File: config.mk
export PLATFORM = sky130hd
export DESIGN_NAME = mem_arbiter
export DESIGN_NICKNAME = d
export VERILOG_FILES = /design/src/rtl/mem_arbiter.sv
export SDC_FILE = /design/constraint.sdc
export NUM_CORES = 1
export LEC_CHECK = 0
export CAP_MARGIN = 0
export CORE_MARGIN = 5
export CORE_UTILIZATION = 35
export DETAILED_ROUTE_END_ITERATION = 10
export PLACE_DENSITY = 0.82
export SLEW_MARGIN = 5
export SYNTH_ARGS = -nofsm -noshare
export SYNTH_HDL_FRONTEND = slang
export SYNTH_SLANG_ARGS = --single-unit
File: constraint.sdc
create_clock -name clk -period 3.1 [get_ports clk]
set_input_delay 0.62 -clock clk [delete_from_list [all_inputs] [get_ports clk]]
set_output_delay 0.62 -clock clk [all_outputs]
set_load 0.01 [all_outputs]
File: src/rtl/mem_arbiter.sv
`default_nettype none
// ============================================================================
// Module   : mem_arbiter
// Purpose  : Two-port (instruction fetch / data) arbiter in front of a single
//            memory port. One outstanding transaction at a time, with a wait
//            counter that terminates a stalled transaction with an error.
// Options  : MEM_ARBITER_RR_EN - when defined, simultaneous requests alternate
//            between the ports (round-robin). When undefined, the data port
//            wins simultaneous requests.
// Ports    :
//   clk, reset             clock (rising edge), synchronous active-high reset
//   i_req/i_addr           fetch request (held until i_ack), fetch address
//   i_ack/i_rdata          fetch completion pulse and data (0 when no ack)
//   d_req/d_writeb         data request (held until d_ack), byte enables
//   d_addr/d_wdata         data address and write data
//   d_ack/d_rdata          data completion pulse and load data (0 when no ack)
//   err                    pulses with the owner ack when the access timed out
//   m_req                  memory request, held until m_ack
//   m_addr/m_writeb/m_wdata registered request attributes, held until done
//   m_ack/m_rvalid/m_rdata memory accept, read-data valid, read data
// Revision : 1.0 - initial release
// ============================================================================
module mem_arbiter #(
    parameter int ADDR_W  = 32,
    parameter int TIMEOUT = 255
) (
    input  logic              clk,
    input  logic              reset,
    // instruction fetch port
    input  logic              i_req,
    input  logic [ADDR_W-1:0] i_addr,
    output logic              i_ack,
    output logic [31:0]       i_rdata,
    // data port
    input  logic              d_req,
    input  logic [3:0]        d_writeb,
    input  logic [ADDR_W-1:0] d_addr,
    input  logic [31:0]       d_wdata,
    output logic              d_ack,
    output logic [31:0]       d_rdata,
    // shared error flag
    output logic              err,
    // memory port
    output logic              m_req,
    output logic [ADDR_W-1:0] m_addr,
    output logic [3:0]        m_writeb,
    output logic [31:0]       m_wdata,
    input  logic              m_ack,
    input  logic              m_rvalid,
    input  logic [31:0]       m_rdata
);

    // The counter holds the number of wait cycles already elapsed; the
    // transaction is cut off in its TIMEOUT-th wait cycle.
    localparam int               c_cnt_w    = (TIMEOUT < 2) ? 1 : $clog2(TIMEOUT + 1);
    localparam logic [c_cnt_w-1:0] c_cnt_last = c_cnt_w'(TIMEOUT - 1);
    localparam logic [c_cnt_w-1:0] c_cnt_one  = c_cnt_w'(1);

    typedef enum logic [1:0] {
        IDLE      = 2'd0,
        WAIT_ACK  = 2'd1,
        WAIT_DATA = 2'd2
    } state_t;

    state_t              r_state;
    logic                r_owner_d;     // 1 = data port owns the transaction
    logic                r_m_req;
    logic [ADDR_W-1:0]   r_m_addr;
    logic [3:0]          r_m_writeb;
    logic [31:0]         r_m_wdata;
    logic [c_cnt_w-1:0]  r_cnt;
`ifdef MEM_ARBITER_RR_EN
    logic                r_last_d;      // 1 = data port received the last grant
`endif

    logic                w_is_write;
    logic                w_timeout;
    logic                w_done;
    logic                w_err;
    logic [31:0]         w_rdata;
    logic                w_grant_d;

    assign w_is_write = (r_m_writeb != 4'd0);
    assign w_timeout  = (r_cnt == c_cnt_last);

    // ------------------------------------------------------------------------
    // Completion decode. A genuine memory completion wins over a timeout that
    // falls in the same cycle. Nothing completes while reset is asserted so an
    // abandoned transaction never produces an ack.
    // ------------------------------------------------------------------------
    always_comb begin
        w_done  = 1'b0;
        w_err   = 1'b0;
        w_rdata = 32'd0;
        if (!reset) begin
            unique case (r_state)
                WAIT_ACK: begin
                    if (m_ack && w_is_write) begin
                        w_done = 1'b1;
                    end else if (m_ack && m_rvalid) begin
                        w_done  = 1'b1;
                        w_rdata = m_rdata;
                    end else if (w_timeout) begin
                        w_done = 1'b1;
                        w_err  = 1'b1;
                    end
                end
                WAIT_DATA: begin
                    if (m_rvalid) begin
                        w_done  = 1'b1;
                        w_rdata = m_rdata;
                    end else if (w_timeout) begin
                        w_done = 1'b1;
                        w_err  = 1'b1;
                    end
                end
                default: begin
                    w_done = 1'b0;
                end
            endcase
        end
    end

    // ------------------------------------------------------------------------
    // Owner selection for an IDLE cycle. A lone request always wins; only the
    // tie-break between simultaneous requests depends on the build option.
    // ------------------------------------------------------------------------
    always_comb begin
        w_grant_d = d_req;
`ifdef MEM_ARBITER_RR_EN
        if (i_req && d_req) begin
            w_grant_d = ~r_last_d;
        end
`endif
    end

    // ------------------------------------------------------------------------
    // Transaction FSM. Grants are only issued from IDLE and every completion
    // returns to IDLE, which guarantees one idle cycle between transactions.
    // ------------------------------------------------------------------------
    always_ff @(posedge clk) begin
        if (reset) begin
            r_state    <= IDLE;
            r_owner_d  <= 1'b0;
            r_m_req    <= 1'b0;
            r_m_addr   <= '0;
            r_m_writeb <= 4'd0;
            r_m_wdata  <= 32'd0;
            r_cnt      <= '0;
`ifdef MEM_ARBITER_RR_EN
            r_last_d   <= 1'b0;
`endif
        end else begin
            unique case (r_state)
                IDLE: begin
                    if (i_req || d_req) begin
                        r_state   <= WAIT_ACK;
                        r_m_req   <= 1'b1;
                        r_owner_d <= w_grant_d;
                        r_cnt     <= '0;
                        if (w_grant_d) begin
                            r_m_addr   <= d_addr;
                            r_m_writeb <= d_writeb;
                            r_m_wdata  <= d_wdata;
                        end else begin
                            // fetches are always reads
                            r_m_addr   <= i_addr;
                            r_m_writeb <= 4'd0;
                            r_m_wdata  <= 32'd0;
                        end
`ifdef MEM_ARBITER_RR_EN
                        r_last_d <= w_grant_d;
`endif
                    end
                end
                WAIT_ACK: begin
                    if (w_done) begin
                        r_state <= IDLE;
                        r_m_req <= 1'b0;
                    end else if (m_ack) begin
                        // read accepted, data still to come
                        r_state <= WAIT_DATA;
                        r_m_req <= 1'b0;
                        r_cnt   <= r_cnt + c_cnt_one;
                    end else begin
                        r_cnt <= r_cnt + c_cnt_one;
                    end
                end
                WAIT_DATA: begin
                    if (w_done) begin
                        r_state <= IDLE;
                    end else begin
                        r_cnt <= r_cnt + c_cnt_one;
                    end
                end
                default: begin
                    r_state <= IDLE;
                    r_m_req <= 1'b0;
                end
            endcase
        end
    end

    // ------------------------------------------------------------------------
    // Outputs. Acks are steered only to the registered owner, so both can
    // never be high together; read data is forced to zero without an ack.
    // ------------------------------------------------------------------------
    assign i_ack    = w_done & ~r_owner_d;
    assign d_ack    = w_done &  r_owner_d;
    assign err      = w_done &  w_err;
    assign i_rdata  = i_ack ? w_rdata : 32'd0;
    assign d_rdata  = d_ack ? w_rdata : 32'd0;

    assign m_req    = r_m_req;
    assign m_addr   = r_m_addr;
    assign m_writeb = r_m_writeb;
    assign m_wdata  = r_m_wdata;

endmodule
`default_nettype wire

==> results.md <==
- GRT Total Usage: 0.218
- Syn_nets: 594
- Synth Cell Area: 0.00374 mm2
- Ys async rst share: 0
- Post-synth top cells: 112 x nor2_1, 80 x dfxtp_1, 45 x nand2_1
- Max-slew violations: 0
- Post-CTS Setup Inserts: 0
- Inserted Diodes: 0
- Startpoint Class: flip-flop
- Die H: 113 um
- Post-Layout Cell Count: 857
- Clock insertion delay at the later pin of the skew report: 360 ps
- Routed len/inst: 17.6 um
- Sequential cell area: 0.00160 mm2
- Synth-to-Final Area Change: 85.2%
- # port buffers: 273
- Worst Setup SP: m_writeb[0]
- Pint: 0.00242 W
- Post-synth top area share: 0.428
- Tcrit/Tclk final: 0.981
- CP Capture Point: i_rdata[14]
- 1st-pass router iterations: 4
- Syn avg cell area: 8.29 um2
- Leakage: 3.06 nW
- Final setup margin: 59.8 ps
- FILL cells: 837
- Maxcap violations: 0
- Status: finished clean
- DP HPWL: 11700 um
- DRC: 0
- Iter 0 DRT Violations: 275
- Dpl cells: 838
- Peak VDD IR: 286 uV
- Yosys warns: 0
- Cts-stage hold buffer count: 0
- TritonCTS Buffers: 9
- Pre-CTS setup slack: -142 ps
- Largest area contributor in the netlist: dfxtp_1
- Setup slack, reg-to-reg: 700 ps
- Total power after layout: 0.00349 W
- Largest net degree at the start of global routing: 48
- Cell family with most CP delay: simple AND/OR/NAND/NOR gates
- TritonCTS Sinks: 80
- Worst Reg-to-Reg Cells: 6
- FP Rows: 37
- Hold Vio Cnt, Final: 0
- Avg Vias per Cell: 5.01
- Minimum clock period: 3040 ps
- Seq pwr share: 0.372
- Antenna violations before repair: 0
- Antenna Violating Nets Remaining: 0
- Achievable frequency: 329 MHz
- Pwr dens: 504 mW/mm2
- Die area: 0.0128 mm2
- Post-synthesis cell count: 451
- Footprint of the multi-input gates: 0.00199 mm2
- Core Box Area: 0.0104 mm2
- Final WL: 15100 um
- Vias: 4295
- Clock transition at path regs: 80 ps
- Most common cell in the netlist: nor2_1
- Net switching power: 0.00107 W
- Slowest CP cell: or4_4
- CTS tree: built
- CP Data Arrival Time: 2420 ps
- FF-to-FF Start: m_writeb[0]
- Nets@finish: 859
- Reg-to-reg endpoint: r_cnt[4]
- Synth unique cells: 43
- Relative max-transition margin: 0.369
- Crit path depth: 7
- Root Buffer: clkbuf_8
- Worst EP required: 2480 ps
- Remaining Overflow, GRT: 0
- CP peak stage delay: 550 ps
- Vias in the first global route: 4391
- Crit end category: output pin
- Proportion of layout cells with a drive suffix above 1: 0.0749
- Clock power share: 0.268
- Sequential fraction of the synthesis area: 0.428
- Ports: 274
- Placer Congestion: 0.940
- EDFF count, synth: 0
- Setup violators final: 0
- Slew @ Worst Pin: 946 ps
- First-pass GRT wire length: 22100 um
- Die Width: 113 um
- Critical path type: reg2out
- Switching part of the total power: 0.306
- H-tree depth: 3
- Worst min-delay path class: reg2reg
- Crit Path Max Fanout: 16
- Synth area leaders: dfxtp_1 43%, nor2_1 11%, mux2i_1 8.8%
- Buf/Inv on CP: 2
- Crit-path cells: or4_4, a32o_2, a21o_2, nand2b_4, clkbuf_16, nor2_1, dlygate4sd2_1
- Main synth FF type: dfxtp_1
- Yosys reg bits: 80
- Initial Utilization: 0.361
- Clock Tree Buf Depth: 2
- Combinational group share of total power: 0.360
- Final worst clock skew: 6.14 ps
-- power groups by stage --
stage / logic, W / registers [W] / clock network (W)
3_3_place_gp: 0.00120 / 0.00131 / 0
3_5_place_dp: 0.00123 / 0.00132 / 0
4_1_cts: 0.00124 / 0.00130 / 0.000946
2_1_floorplan: 0.000529 / 0.00138 / 0
5_1_grt: 0.00136 / 0.00132 / 0.000999
6_report: 0.00126 / 0.00130 / 0.000936
-- how the worst min path moves through the flow --
stage               startpoint         end  slack (ps)  cells after the start
floorplan            r_owner_d   r_owner_d         440                      1
global placement    m_wdata[2]  m_wdata[2]         440                      2
detailed placement  m_wdata[7]  m_wdata[7]         450                      2
CTS                 m_wdata[7]  m_wdata[7]         460                      2
global route        m_wdata[4]  m_wdata[4]         490                      2
finish              m_wdata[7]  m_wdata[7]         460                      2
-- layout by cell type (no fill, tap or decap), types with 10 or more instances in the layout --
cell / netlist / routed
a21oi_1: 15 / 15
clkbuf_8: 0 / 10
a211oi_1: 34 / 34
nor2_1: 112 / 112
clkdlybuf4s50_1: 0 / 205
nand3_1: 11 / 11
a22o_1: 25 / 25
nand2_1: 45 / 41
mux2i_1: 33 / 33
dlygate4sd2_1: 0 / 60
dfxtp_1: 80 / 80
buf_4: 0 / 11
inv_1: 11 / 11
-- routing by layer --
metal,track usage,routed length [um],vias to the layer above
met1,0.213,5360,1969
met5,0,0,-
li1,-,-,2097
met3,0.0620,1300,31
met4,0.115,461,0
met2,0.412,7990,198
-- state kept, by name, summed over array words and instances (netlist names) --
register and flops:
m_addr 32, m_wdata 32, r_cnt 8, m_writeb 4, r_state 2, m_req 1, r_owner_d 1
-- worst register-to-register path, cell delays in order, from the launching register on --
cell      delay (ps)
dfxtp_1          330
or4_4            550
a32o_2           290
buf_4            150
a211oi_4         550
a311oi_1         180
a41o_2           250
-- final cells by class --
cell class,instances,share of cell area
repair buffers,290,0.415
multi-input cells,324,0.288
flip-flops and latches,80,0.231
well taps,136,0.0246
clock buffers,11,0.0204
clock inverters,5,0.0150
inverters,11,0.00596
-- logic make-up (layout without fill, tap and decap cells) --
kind of cell / Yosys count / in the layout / share of synthesized area
and+or+nand+nor: 186 / 186 / 0.205
AOI/OAI and AO/OA: 98 / 98 / 0.204
DFF: 80 / 80 / 0.428
buffers and inverters: 47 / 317 / 0.0519
muxes: 33 / 33 / 0.0884
adders and majority gates: 5 / 5 / 0.0167
xor gates and xnor gates: 2 / 2 / 0.00469
-- stage by stage --
stage | TNS (ps) | hold slack, ps | area, um2 | utilization
global placement | -6660 | 438 | 6620 | 0.639
finish | 0 | 455 | 6930 | 0.668
CTS | -705 | 457 | 6830 | 0.659
detailed placement | -7700 | 447 | 6620 | 0.639
global route | -10.4 | 485 | 6930 | 0.668
floorplan | 0 | 440 | 3740 | -
-- what timing repair did --
item / in CTS / in global routing
pin swaps: 0 / 0
cloned: 1 / 2
resized for setup: 67 / 13
setup endpoints to repair: 66 / 59
Power figures use the tool's default switching activity.
